## src/rtl/pipe_ctrl.sv

```systemverilog
// Pipeline hazard/exception controller: owns the privileged control registers,
// arbitrates stall/flush per cycle and produces the redirect PC on flushes.
module pipe_ctrl #(
    parameter int DATA_W = 32,
    parameter int PC_W   = 30
) (
    input  logic              clk,
    input  logic              reset,
    input  logic              LDHazard,
    input  logic              MemBusy,
    input  logic              MEMEn,
    input  logic [PC_W-1:0]   MEMPC,
    input  logic [2:0]        MEMExpCode,
    input  logic [1:0]        MEMCtrlOp,
    input  logic [4:0]        MEMDstAddr,
    input  logic [DATA_W-1:0] MEMOut,
    input  logic [7:0]        Irq,
    input  logic [4:0]        CRegRdAddr,
    output logic [DATA_W-1:0] CRegRdData,
    output logic              ExeMode,
    output logic              IntDetect,
    output logic              IFStall,
    output logic              IDStall,
    output logic              EXStall,
    output logic              MEMStall,
    output logic              IFFlush,
    output logic              IDFlush,
    output logic              EXFlush,
    output logic              MEMFlush,
    output logic [PC_W-1:0]   NewPC
);

    localparam logic [1:0] OP_WRCR = 2'd1;
    localparam logic [1:0] OP_EXRT = 2'd2;

    localparam logic [2:0] ACT_NONE = 3'd0;
    localparam logic [2:0] ACT_BUSY = 3'd1;
    localparam logic [2:0] ACT_EXC  = 3'd2;
    localparam logic [2:0] ACT_EXRT = 3'd3;
    localparam logic [2:0] ACT_WRCR = 3'd4;
    localparam logic [2:0] ACT_LDH  = 3'd5;

    localparam logic [2:0] CODE_IRQ = 3'd1;

    logic            prev_ie;
    logic            prev_mode;
    logic            ie;
    logic            mode;
    logic [7:0]      int_mask;
    logic [2:0]      exp_code;
    logic [PC_W-1:0] epc;
    logic [PC_W-1:0] exp_vector;

    logic            int_detect;
    logic [2:0]      eff_code;
    logic [2:0]      act;
    logic            unused_memout;

    assign unused_memout = ^MEMOut[DATA_W-1:PC_W];

    function automatic logic [DATA_W-1:0] cr_read(
        input logic [4:0]      idx,
        input logic [3:0]      status,
        input logic [7:0]      mask,
        input logic [2:0]      code,
        input logic [PC_W-1:0] pc_epc,
        input logic [PC_W-1:0] pc_vec
    );
        logic [DATA_W-1:0] val;
        val = '0;
        case (idx)
            5'd0:    val = DATA_W'(status);
            5'd1:    val = DATA_W'(mask);
            5'd2:    val = DATA_W'(code);
            5'd3:    val = DATA_W'({pc_epc, 2'b00});
            5'd4:    val = DATA_W'({pc_vec, 2'b00});
            default: val = '0;
        endcase
        return val;
    endfunction

    assign CRegRdData = cr_read(CRegRdAddr, {prev_ie, prev_mode, ie, mode},
                                int_mask, exp_code, epc, exp_vector);
    assign ExeMode    = mode;
    assign int_detect = ie & (|(Irq & ~int_mask));
    assign IntDetect  = int_detect;

    // An interrupt outranks any synchronous exception carried by the MEM instruction.
    always_comb begin
        eff_code = 3'd0;
        if (MEMEn) begin
            eff_code = int_detect ? CODE_IRQ : MEMExpCode;
        end
    end

    // Work held off by MemBusy simply waits: it is re-evaluated when the bus frees up.
    always_comb begin
        act = ACT_NONE;
        if (MemBusy) begin
            act = ACT_BUSY;
        end else if (eff_code != 3'd0) begin
            act = ACT_EXC;
        end else if (MEMEn && MEMCtrlOp == OP_EXRT) begin
            act = ACT_EXRT;
        end else if (MEMEn && MEMCtrlOp == OP_WRCR) begin
            act = ACT_WRCR;
        end else if (LDHazard) begin
            act = ACT_LDH;
        end
    end

    always_comb begin
        {IFStall, IDStall, EXStall, MEMStall} = 4'b0000;
        {IFFlush, IDFlush, EXFlush, MEMFlush} = 4'b0000;
        NewPC = '0;
        case (act)
            ACT_BUSY: begin
                {IFStall, IDStall, EXStall, MEMStall} = 4'b1111;
            end
            ACT_EXC: begin
                {IFFlush, IDFlush, EXFlush, MEMFlush} = 4'b1111;
                NewPC = exp_vector;
            end
            ACT_EXRT: begin
                {IFFlush, IDFlush, EXFlush, MEMFlush} = 4'b1111;
                NewPC = epc;
            end
            ACT_WRCR: begin
                {IFFlush, IDFlush, EXFlush, MEMFlush} = 4'b1111;
                NewPC = MEMPC + PC_W'(1);
            end
            ACT_LDH: begin
                {IFStall, IDStall} = 2'b11;
                EXFlush = 1'b1;
            end
            default: ;
        endcase
    end

    always_ff @(posedge clk or posedge reset) begin
        if (reset) begin
            prev_ie    <= 1'b0;
            prev_mode  <= 1'b0;
            ie         <= 1'b0;
            mode       <= 1'b0;
            int_mask   <= 8'hFF;
            exp_code   <= 3'd0;
            epc        <= '0;
            exp_vector <= '0;
        end else begin
            case (act)
                ACT_EXC: begin
                    epc       <= MEMPC;
                    exp_code  <= eff_code;
                    prev_ie   <= ie;
                    prev_mode <= mode;
                    ie        <= 1'b0;
                    mode      <= 1'b0;
                end
                ACT_EXRT: begin
                    ie   <= prev_ie;
                    mode <= prev_mode;
                end
                ACT_WRCR: begin
                    case (MEMDstAddr)
                        5'd0:    {prev_ie, prev_mode, ie, mode} <= MEMOut[3:0];
                        5'd1:    int_mask   <= MEMOut[7:0];
                        5'd2:    exp_code   <= MEMOut[2:0];
                        5'd3:    epc        <= MEMOut[PC_W-1:0];
                        5'd4:    exp_vector <= MEMOut[PC_W-1:0];
                        default: ;
                    endcase
                end
                default: ;
            endcase
        end
    end

endmodule

```

## config.mk

```make
export PLATFORM = sky130hd
export DESIGN_NAME = pipe_ctrl
export DESIGN_NICKNAME = d
export VERILOG_FILES = /design/src/rtl/pipe_ctrl.sv
export SDC_FILE = /design/constraint.sdc
export NUM_CORES = 1
export LEC_CHECK = 0
export CELL_PAD_IN_SITES_DETAIL_PLACEMENT = 0
export CELL_PAD_IN_SITES_GLOBAL_PLACEMENT = 1
export CORE_MARGIN = 1
export CORE_UTILIZATION = 35
export CTS_CLUSTER_SIZE = 40
export DETAILED_ROUTE_END_ITERATION = 12
export PLACE_DENSITY = 0.85
export SKIP_LAST_GASP = 1
export SLEW_MARGIN = 25
export SYNTH_ARGS = -nofsm -noshare
export SYNTH_HDL_FRONTEND = slang
export SYNTH_SLANG_ARGS = --single-unit
export TNS_END_PERCENT = 50
```

## constraint.sdc

```tcl
create_clock -name clk -period 3.4 [get_ports clk]
set_clock_uncertainty 0.05 [all_clocks]
set_input_delay 0.85 -clock clk [delete_from_list [all_inputs] [get_ports clk]]
set_output_delay 0.85 -clock clk [all_outputs]
set_load 0.1 [all_outputs]
```

Yosys cells after proc, flatten, opt, wreduce, memory -nomap -nowiden:

Index checks and enable logic that the tools add are counted.

* muxes and demuxes: 25
* reduce and logical (&&, ||, !) cells: 17
* bitwise logic cells: 3
* $add $sub $neg: 1
* eq/ne operators: 18

Operator list (number)
* 32-bit case mux with 5 select lines: 1
* 30-bit case mux with 3 select lines: 1
* 30-bit case mux with 2 select lines: 1
* 30-bit by 1-bit adder with 30-bit output, second input constant: 1
* 30-bit 2-to-1 mux: 1
* 3-bit 2-to-1 mux: 8
* 5-bit by 2-bit equality test with 1-bit output, second input constant: 4
* 2-bit AND reduction: 6
* 5-bit by 1-bit equality test with 1-bit output, second input constant: 2
* 5-bit by 3-bit equality test with 1-bit output, second input constant: 2
* 5-bit zero test: 2
* 8-bit bitwise AND: 1
* 1-bit 2-to-1 mux: 8
* 8-bit inverter: 1
* 8-bit OR reduction: 1
* 3-bit by 2-bit equality test with 1-bit output, second input constant: 2
* 3-bit equality test, second input constant: 2
* 2-bit by 1-bit inequality test with 1-bit output, second input constant: 3
* 1-bit case mux with 3 select lines: 2
* 3-bit case mux with 2 select lines: 1
* 3-bit nonzero test: 2
* 1-bit case mux with 2 select lines: 2
* 4-bit OR reduction: 1
* 3-bit by 1-bit equality test with 1-bit output, second input constant: 1
* 7 further kinds: 8

* logic and storage cells: 72
* bits in registers: 75
* bits of input ports: 90
* output and inout port bits: 72

Depth between registers and ports, before layout:

Gate-level depths: netlist of run 1.

* depth in word-level cells: 12
* depth in mapped cells: 8

Worst setup path before layout of run 1:

No wires, ideal clock.

* path kind: input -> output
* from: in Irq[2]
* to: out IFStall
* slack: -2.254 ns
* stages on the path: 6
* path buffers: 1
* data arrival time: 4.754 ns
* path through: inv_1 -> o2111ai_1 -> o21ai_2 -> a41oi_1 -> nor2_1 -> buf_4

* word-level cells in the longest chain between the ends: 11
* elaborated cells between the ends (all ways): 12
* classes of those cells: 2 x eq/ne; 5 x mux; 2 x bitwise; 3 x reduce/logical

RTL lines
* from (decl): RTL line 17 `input logic [7:0] Irq,`
* 8-bit bitwise AND (*): RTL line 85 `assign int_detect = ie & (|(Irq & ~int_mask));`
* 8-bit OR reduction (*): RTL line 85
* 1-bit bitwise AND (*): RTL line 85
* 3-bit 2-to-1 mux (*): RTL line 92 `eff_code = int_detect ? CODE_IRQ : MEMExpCode;`
* 3-bit 2-to-1 mux (*): RTL line 91 `if (MEMEn) begin`
* 3-bit nonzero test (*): RTL line 101 `end else if (eff_code != 3'd0) begin`
* 3-bit 2-to-1 mux (*): RTL line 101
* 3-bit 2-to-1 mux (*): RTL line 99 `if (MemBusy) begin`
* 3-bit equality test or 3-bit by 1-bit equality test with 1-bit output (tied branches)
* 2-bit OR reduction (no source line) (*)
* 1-bit 2-to-1 mux (*)
* to (decl): RTL line 22 `output logic IFStall,`

Every way passes the cells marked *; elsewhere a longest branch is shown, timed or not.

Worst setup path after layout of run 1:

* from: in MEMEn
* to: out NewPC[14]

* word-level cells in the longest chain between the ends: 7
* elaborated cells between the ends (all ways): 12
* classes of those cells: 3 x eq/ne; 6 x mux; 3 x reduce/logical

RTL lines
* from (decl): RTL line 11 `input logic MEMEn,`
* 1-bit logical AND: RTL line 105 `end else if (MEMEn && MEMCtrlOp == OP_WRCR) begin`
* 3-bit 2-to-1 mux: RTL line 105
* 3-bit 2-to-1 mux: RTL line 103 `end else if (MEMEn && MEMCtrlOp == OP_EXRT) begin`
* 3-bit 2-to-1 mux (*): RTL line 101
* 3-bit 2-to-1 mux (*): RTL line 99
* 3-bit equality test or 3-bit by 2-bit equality test with 1-bit output (tied branches): RTL line 116 `case (act)`
* 30-bit case mux with 3 select lines (*): RTL line 116
* to (decl): RTL line 30 `output logic [PC_W-1:0] NewPC`

Marked as above.

==> flow_summary.toml, run 1 <==
[run_status]
status = "finished, final reports clean"

[global_routing]
antenna_found_initial = 0
overflow = 0
grt_max_degree = 39
grt_pass1_wl_mm = 29.50
grt_pass1_vias = 5727
grt_usage = 0.2683

[sta]
slew_violations = 0
setup_viol = 0
layout_worst_path_cycle_share = 0.9877
timing.fmax_mhz = 297.8
min_period_ps = 3358
rsz0062_at_grt = "yes"
worst_pin_slew_ps = 546.5
slew_headroom = 0.6305
hold_viol = 0

[routing]
dr.pass1.iters = 4
ant_nets = 0
routed_via_density = 5.574
wirelength_mm = 18.92
drc_errors = 0
wl_per_cell_um = 20.28
vias = 5201
drt_iter0_drc = 276

[critical_path]
crit_path_cell_trace = "clkdlybuf4s50_1 > nand2b_4 > buf_4 > a21oi_4 > clkbuf_16 > a22oi_2 > o21ai_4 > buf_12"
slowest_stage = "clkdlybuf4s50_1"
end_kind = "primary output"
r2r-end = "exp_vector[14]"
required_ps = 2500
cp.depth = 8
reg2reg_from = "int_mask[5]"
crit_arrival_ps = 2460
crit_start = "MEMEn"
slowest_delay_ps = 520
critPathKind = "in -> out"
cp_max_fo = 10
crit_family = "buffers and inverters"
cp_num_buf_inv = 4
setup.worst_path.end = "NewPC[14]"
rrSetupSlack_ps = 760
worstRegToRegCells = 10
startpoint_type = "input pin"

[synthesis]
yosysSeqAreaShare = 0.3880
synthesis.area_um2 = 4863
avgSynthCellArea_um2 = 9.631
synth_edf_count = 0
ys_warn_count = 0
ys_ff_latch = 75
ys_types = 54
synth-main-ff-cell = "dfrtp_1"
ys_async_sr_fraction = 1.000
synth_nets = 596
postSynthCellCount = 505

[die]
start_util = 0.3629
die_area_um2 = 14370
io_pins = 162
rows = 42
die_w_um = 119.9
die_h_um = 119.9
fp.coreArea_um2 = 13400

[pwr]
power_density_nw_per_um2 = 282.0
ir_drop_uv = 253.1
p_leak_nw = 4.125

[finish]
postLayoutCellArea_um2 = 9445
layout-drive-gt1-share = 0.4901
mostFrequentLayoutCells = "buf_4, buf_12, dfrtp_1"
insertedDiodeCount = 0
final_common_cell = "buf_4"
synthToLayoutAreaGrowth_pct = 94.21
fin_cells = 933
fin_nets = 843

[clock_network]
clkTransAtPathRegs_ps = 60
clock_sinks = 75
h-tree-depth = 3
cts_root_buf = "clkbuf_16"
clkLatencyLatePin_ps = 340
cts_tree = "yes"
clk_path_buf_depth = 2
numCtsBuffers = 9

[place]
placed_area_um2 = 8577
dpl.cell_count = 892
globalplace.congestion = 0.8477
io_buffers = 159
dp_hpwl_mm = 13.06

[flow_run]
max_cap_violations = 0

[worst_hold_path]
holdCritPathClass = "reg -> reg"
## logic make-up (layout without fill, tap and decap cells)
group           count (synthesis)  after routing  share of synthesized area
compound gates                128            128                     0.1819
mux                            77             77                     0.1721
flops                          75             75                     0.3880
fa+ha+maj                       1              1                   0.002572
xor+xnor                       28             28                    0.05043
simple gates                  144            144                     0.1546
buf+inv                        52            304                    0.05043
## cells in the mapped netlist (2+ instances only)
master / instances / area share
a21oi_1: 36 / 0.037
a222oi_1: 4 / 0.0082
a22o_1: 25 / 0.045
a22oi_1: 22 / 0.034
and3_1: 7 / 0.0090
and4_1: 3 / 0.0054
buf_2: 10 / 0.010
buf_4: 4 / 0.0062
buf_6: 3 / 0.0069
clkbuf_1: 21 / 0.016
dfrtp_1: 67 / 0.34
dfstp_2: 8 / 0.043
inv_1: 14 / 0.011
mux2_1: 3 / 0.0069
mux2_2: 40 / 0.093
mux2i_1: 33 / 0.068
nand2_1: 20 / 0.015
nand2b_1: 9 / 0.012
nand3_1: 25 / 0.026
nand4_1: 7 / 0.0090
nor2_1: 45 / 0.035
nor2b_1: 5 / 0.0064
nor3_1: 7 / 0.0072
nor4_1: 2 / 0.0026
o2111ai_1: 2 / 0.0036
o21ai_0: 20 / 0.021
o221ai_1: 10 / 0.018
xnor2_1: 8 / 0.014
xor2_1: 20 / 0.036
## worst min path at each step
stage	depth (start not counted)	start	endpoint	slack, ps
finish	1	exp_code[1]	exp_code[1]	460
CTS	1	exp_code[1]	exp_code[1]	460
global route	1	exp_code[1]	exp_code[1]	470
detailed placement	1	exp_code[1]	exp_code[1]	450
global placement	1	exp_vector[6]	exp_vector[6]	440
floorplan	1	exp_code[2]	exp_code[2]	420
## registers in the layout, indices dropped and copies added (netlist names)
register and flops:
epc 30, int_mask 8, ie 1, exp_vector 30, prev_mode 1, ExeMode 1
prev_ie 1, exp_code 3
## routing by layer
metal / vias up / share of wire / GRT usage
li1: 2366 / - / -
met1: 2584 / 0.40 / 0.3127
met2: 208 / 0.53 / 0.4794
met3: 43 / 0.049 / 0.04800
met4: 0 / 0.025 / 0.1164
met5: - / 0 / 0
## cell type report
| class | count | area (um^2) |
|---|---|---|
| Multi-Input combinational cell | 378 | 3557 |
| Fill cell | 943 | 3955 |
| Clock buffer | 12 | 266.5 |
| Inverter | 14 | 52.55 |
| Timing Repair Buffer | 274 | 3415 |
| Tap cell | 176 | 220.2 |
| Clock inverter | 4 | 47.55 |
| Sequential cell | 75 | 1887 |
## power by group
part	leakage [nW]	switching [mW]	internal, mW
sequential	0.922	0.0587	0.959
clock	0.155	0.374	0.626
combinational	3.05	0.359	0.287
## timing repair
action                                  in CTS  in global routing
buffers inserted                            22                  1
cloned                                       2                  2
endpoints found under the hold margin        0                  0
hold buffers                                 0                  0
pin swaps                                   32                 21
endpoints found under the setup margin      46                 41
gates resized for setup                    148                 54
## stage by stage
stage | setup slack (ps) | hold WS (ps) | utilization | total power, mW | TNS, ps
after detailed placement | -565.7 | 446.6 | 0.6401 | 1.644 | -9507
after CTS | -1.843 | 458.9 | 0.6991 | 2.658 | -1.843
after floorplan | -232.6 | 423.9 | - | 1.326 | -3373
after global routing | -10.57 | 468.9 | 0.7049 | 2.757 | -17.55
final | 41.77 | 460.2 | 0.7049 | 2.663 | 0
after global placement | -497.4 | 443.0 | 0.6401 | 1.620 | -8880
No activity file was read; power rests on OpenSTA's default activity.
==> run 2, diff against run 1 <==
CORE_MARGIN = 4   (was 1)
==> run 2 against run 1 <==
The run now ends with negative setup slack left; core utilization increased by 0.27 points; flip-flop and latch count unchanged; setup slack got worse by 49 ps; sequential share of layout area decreased by 0.076 points; combinational power about the same; maximum frequency decreased by 1.4%; global-route usage decreased by 3.4 points; largest cell class unchanged; largest power group unchanged.
==> flow_summary.toml, run 2 (synthesized netlist as in run 1, its figures left out) <==
[die]
fp.coreArea_um2 = 13400
die_h_um = 125.9
io_pins = 162
die_area_um2 = 15850
rows = 42
start_util = 0.3629
die_w_um = 125.9

[routing]
wl_per_cell_um = 20.94
drt_iter0_drc = 391
wirelength_mm = 19.56
vias = 5231
routed_via_density = 5.601
ant_nets = 0
drc_errors = 0
dr.pass1.iters = 6

[pwr]
clockPowerShare = 0.380
seqPwrFrac = 0.379
power.share.switching = 0.2971
p_leak_nw = 4.149
p_int_mw = 1.887
p_switching_mw = 0.7975
combPwrFrac = 0.240
power_density_nw_per_um2 = 283.1
ir_drop_uv = 246.3

[worst_hold_path]
holdPathStages = 1
holdCritPathClass = "reg -> reg"
hp-start = "exp_code[0]"
hold_path_end = "exp_code[0]"

[critical_path]
worstRegToRegCells = 9
startpoint_type = "input pin"
r2r-end = "exp_vector[8]"
end_kind = "primary output"
crit_path_cell_trace = "buf_8 > nand4_4 > buf_6 > nor4_4 > buf_4 > nand4_1 > xor2_2 > o221ai_4 > buf_12"
slowest_stage = "nor4_4"
slowest_delay_ps = 360
rrSetupSlack_ps = 880
critPathKind = "in -> out"
cp_max_fo = 5
reg2reg_from = "int_mask[1]"
required_ps = 2500
crit_arrival_ps = 2510

[clock_network]
cts_tree = "yes"
clkTransAtPathRegs_ps = 60
clock_sinks = 75
h-tree-depth = 3
numCtsBuffers = 9
cts_root_buf = "clkbuf_16"
clk_path_buf_depth = 2
clkLatencyLatePin_ps = 330

[finish]
mostFrequentLayoutCells = "buf_4, buf_12, dfrtp_1"
postLayoutCellArea_um2 = 9482
final_common_cell = "buf_4"
largest_registers = "epc x30, exp_vector x30, int_mask x8"
insertedDiodeCount = 0
fin_nets = 844
layout-drive-gt1-share = 0.4881
synthToLayoutAreaGrowth_pct = 94.96

[global_routing]
grt_usage = 0.2339
grt_pass1_wl_mm = 29.99
antenna_found_initial = 0
overflow = 0
grt_pass1_vias = 5670
grt_max_degree = 42

[sta]
tns_ps = -6.926
layout_setup_ws_ps = -6.926
slew_violations = 0
min_period_ps = 3407
rsz0062_at_grt = "yes"
hold_viol = 0
layout_worst_path_cycle_share = 1.002
setup_viol = 1
worst_pin_slew_ps = 904.0
slew_headroom = 0.3965
timing.fmax_mhz = 293.5

[place]
io_buffers = 159
globalplace.congestion = 0.8723
dp_hpwl_mm = 13.53
placed_area_um2 = 8524
pre_cts_slack_ps = -617.3

[run_status]
status = "finished, violations left"
violations = "negative setup slack"

[flow_run]
max_cap_violations = 0
-- run 2: repair_timing --
| action | in CTS | in global routing |
|---|---|---|
| gates cloned | 1 | 2 |
| setup buffers | 15 | 12 |
| endpoints found under the hold margin | 0 | 0 |
| endpoints found under the setup margin | 41 | 56 |
| pin swaps | 41 | 20 |
| hold buffers | 0 | 0 |
| resized for setup | 146 | 52 |
-- run 2: layout make-up --
class / instances / area (um^2)
Fill cell: 921 / 3919
Multi-Input combinational cell: 378 / 3568
Timing Repair Buffer: 275 / 3442
Sequential cell: 75 / 1887
Clock buffer: 11 / 232.7
Tap cell: 176 / 220.2
Clock inverter: 5 / 78.83
Inverter: 14 / 52.55
-- run 2: stage by stage --
stage                     hold WS, ps    util  power [mW]  cells
final                           474.2  0.7076       2.685    934
after global routing            498.9  0.7076       2.774    934
after CTS                       472.5  0.6880       2.671    920
after detailed placement        460.2  0.6361       1.641    890
after global placement          442.7  0.6361       1.620    890
after floorplan                 423.9       -       1.326    505
-- run 2: worst max path at each step --
stage	start	end	slack (ps)
floorplan	Irq[0]	IFStall	-230
global placement	MEMPC[0]	NewPC[20]	-590
detailed placement	MEMPC[0]	NewPC[20]	-620
CTS	MEMPC[10]	NewPC[26]	-70
global route	MEMPC[9]	NewPC[26]	-110
finish	MEMPC[9]	NewPC[26]	-7
-- run 2: layer usage --
layer / track usage / share of wire / routed length (um) / vias up
li1: - / - / - / 2378
met1: 0.2887 / 0.40 / 7809 / 2621
met2: 0.4247 / 0.53 / 10320 / 208
met3: 0.04234 / 0.062 / 1213 / 24
met4: 0.05237 / 0.011 / 211 / 0
met5: 0 / 0 / 0 / -
-- run 2: power groups by stage --
stage | clock [mW] | sequential (mW) | combinational, mW
3_3_place_gp | 0 | 1.02 | 0.602
4_1_cts | 1.03 | 1.01 | 0.626
3_5_place_dp | 0 | 1.02 | 0.617
2_1_floorplan | 0 | 1.01 | 0.316
5_1_grt | 1.06 | 1.03 | 0.683
6_report | 1.02 | 1.02 | 0.646
-- run 2: critical path: cells and delay by family --
family | cells | cell delay, ps
AO/OA/AOI/OAI | 1 | 230
XOR/XNOR | 1 | 190
buffers and inverters | 4 | 630
AND/OR/NAND/NOR | 3 | 600
==> run 3, diff against run 2 <==
REMOVE_ABC_BUFFERS = 1   (was not set)
==> run 3 against run 2 <==
The run still ends with negative setup slack left; critical path type unchanged; highest routed layer unchanged; register-to-register slack lost 220 ps; maximum frequency decreased by 2.5%; global-route usage increased by 0.65 points; worst hold slack worse by 8.1 ps; first-iteration DRC count fell by 16%; largest power group is now clock; critical path depth grew 2; flip-flop and latch count did not move; design area down 0.82%.
==> flow_summary.toml, run 3 (synthesized netlist as in run 1, its figures left out) <==
[run_status]
status = "finished, violations left"
violations = "negative setup slack"

[finish]
fin_nets = 859
largest_registers = "epc x30, exp_vector x30, int_mask x8"
mostFrequentLayoutCells = "buf_4, buf_12, dfrtp_1"
insertedDiodeCount = 0
utilization = 0.7018
layout-drive-gt1-share = 0.4838
synthToLayoutAreaGrowth_pct = 93.36
final_common_cell = "buf_4"
postLayoutCellArea_um2 = 9404

[sta]
timing.fmax_mhz = 286.2
setup_viol = 7
hold_viol = 0
worst_pin_slew_ps = 548.5
slew_headroom = 0.6292
min_period_ps = 3494
layout_worst_path_cycle_share = 1.028
slew_violations = 0
rsz0062_at_grt = "yes"
layout_setup_ws_ps = -94.19

[place]
pre_cts_slack_ps = -554.3
globalplace.congestion = 0.8504
io_buffers = 159
placed_area_um2 = 8008
dp_hpwl_mm = 12.36

[critical_path]
crit_path_cell_trace = "buf_8 > ha_4 > nand3_4 > buf_4 > buf_4 > nor2_1 > and4_1 > and3_1 > xnor2_1 > o221ai_1 > buf_12"
cp_max_fo = 3
end_kind = "primary output"
slowest_delay_ps = 310
critPathKind = "in -> out"
startpoint_type = "input pin"
slowest_stage = "o221ai_1"
required_ps = 2500
crit_path_frequent_cell = "buf_4"
crit_arrival_ps = 2590

[die]
die_w_um = 125.9
io_pins = 162
fp.coreArea_um2 = 13400
rows = 42
die_area_um2 = 15850
die_h_um = 125.9
start_util = 0.3629

[global_routing]
antenna_found_initial = 0
grt_pass1_vias = 5740
grt_max_degree = 76
overflow = 0
grt_usage = 0.2403
grt_pass1_wl_mm = 30.73

[routing]
wirelength_mm = 20.39
drc_errors = 0
dr.pass1.iters = 5
vias = 5396
routed_via_density = 5.686
ant_nets = 0
wl_per_cell_um = 21.48
drt_iter0_drc = 327

[pwr]
power_density_nw_per_um2 = 288.7
power_mw = 2.715
p_leak_nw = 4.218
ir_drop_uv = 229.2

[clock_network]
clkLatencyLatePin_ps = 340
clk_path_buf_depth = 2
h-tree-depth = 3
numCtsBuffers = 9
clkTransAtPathRegs_ps = 60
clock_sinks = 75
cts_tree = "yes"
cts_root_buf = "clkbuf_16"

[flow_run]
max_cap_violations = 0

[worst_hold_path]
holdCritPathClass = "reg -> reg"
[run 3: changes by cell type in the layout (fill, tap and decap cells not counted), moves of 5 or more]
cell and change:
a22oi_2 -8, buf_6 +13, o21ai_4 -19, o21ai_2 +11, o21ai_1 +7, nand3_2 -5
o221ai_4 -9, o221ai_2 +7, a22oi_1 +8, buf_4 +9
[run 3: final cells by class]
cell class | count | area [um^2]
fillers | 909 | 3996
repair buffers | 290 | 3675
multi-input cells | 378 | 3251
flip-flops and latches | 75 | 1887
clock buffers | 10 | 229.0
well taps | 176 | 220.2
clock inverters | 6 | 90.09
inverters | 14 | 52.55
[run 3: worst max-delay path, delay by kind of cell]
family | cells | cell delay, ps
compound gates | 1 | 310
simple gates | 4 | 640
xor+xnor | 1 | 70
buf+inv | 4 | 570
fa+ha+maj | 1 | 150
[run 3: path summary, 6_finish.rpt]
kind	start	to	slack (ps)	cells after the start
hold reg to reg	exp_code[0]	exp_code[0]	470	1
setup / recovery	MEMPC[0]	NewPC[12]	-90	11
min in group asynchronous	reset	epc[24]	860	3
max in group asynchronous	reset	int_mask[3]	2050	3
setup reg to reg	int_mask[4]	exp_vector[13]	660	11
hold / removal	exp_code[0]	exp_code[0]	470	1
[run 3: layer usage]
metal	vias up	part of all wire	routed length (um)	GRT usage
li1	2401	-	-	-
met1	2667	0.38	7800	0.2917
met2	274	0.52	10550	0.4222
met3	54	0.071	1438	0.04488
met4	0	0.029	599	0.09211
met5	-	0	0	0
[run 3: what timing repair did]
| item | CTS | global route |
|---|---|---|
| pin swaps | 32 | 36 |
| hold buffers | 0 | 0 |
| hold endpoints to repair | 0 | 0 |
| endpoints found under the setup margin | 44 | 60 |
| cloned | 6 | 4 |
| resized for setup | 187 | 86 |
| setup buffers | 22 | 16 |
[run 3: through the flow]
step | std cells | TNS, ps | hold slack (ps)
2_1_floorplan | 467 | -146540 | 423.9
3_3_place_gp | 891 | -12340 | 442.5
3_5_place_dp | 891 | -12450 | 452.8
4_1_cts | 934 | -277.0 | 466.7
5_1_grt | 949 | -1245 | 480.0
6_report | 949 | -230.1 | 466.1
[run 3: where the power goes]
part	internal (mW)	switching [mW]	leakage, nW
combinational	0.306	0.352	3.15
sequential	0.958	0.0564	0.922
clock	0.643	0.399	0.141
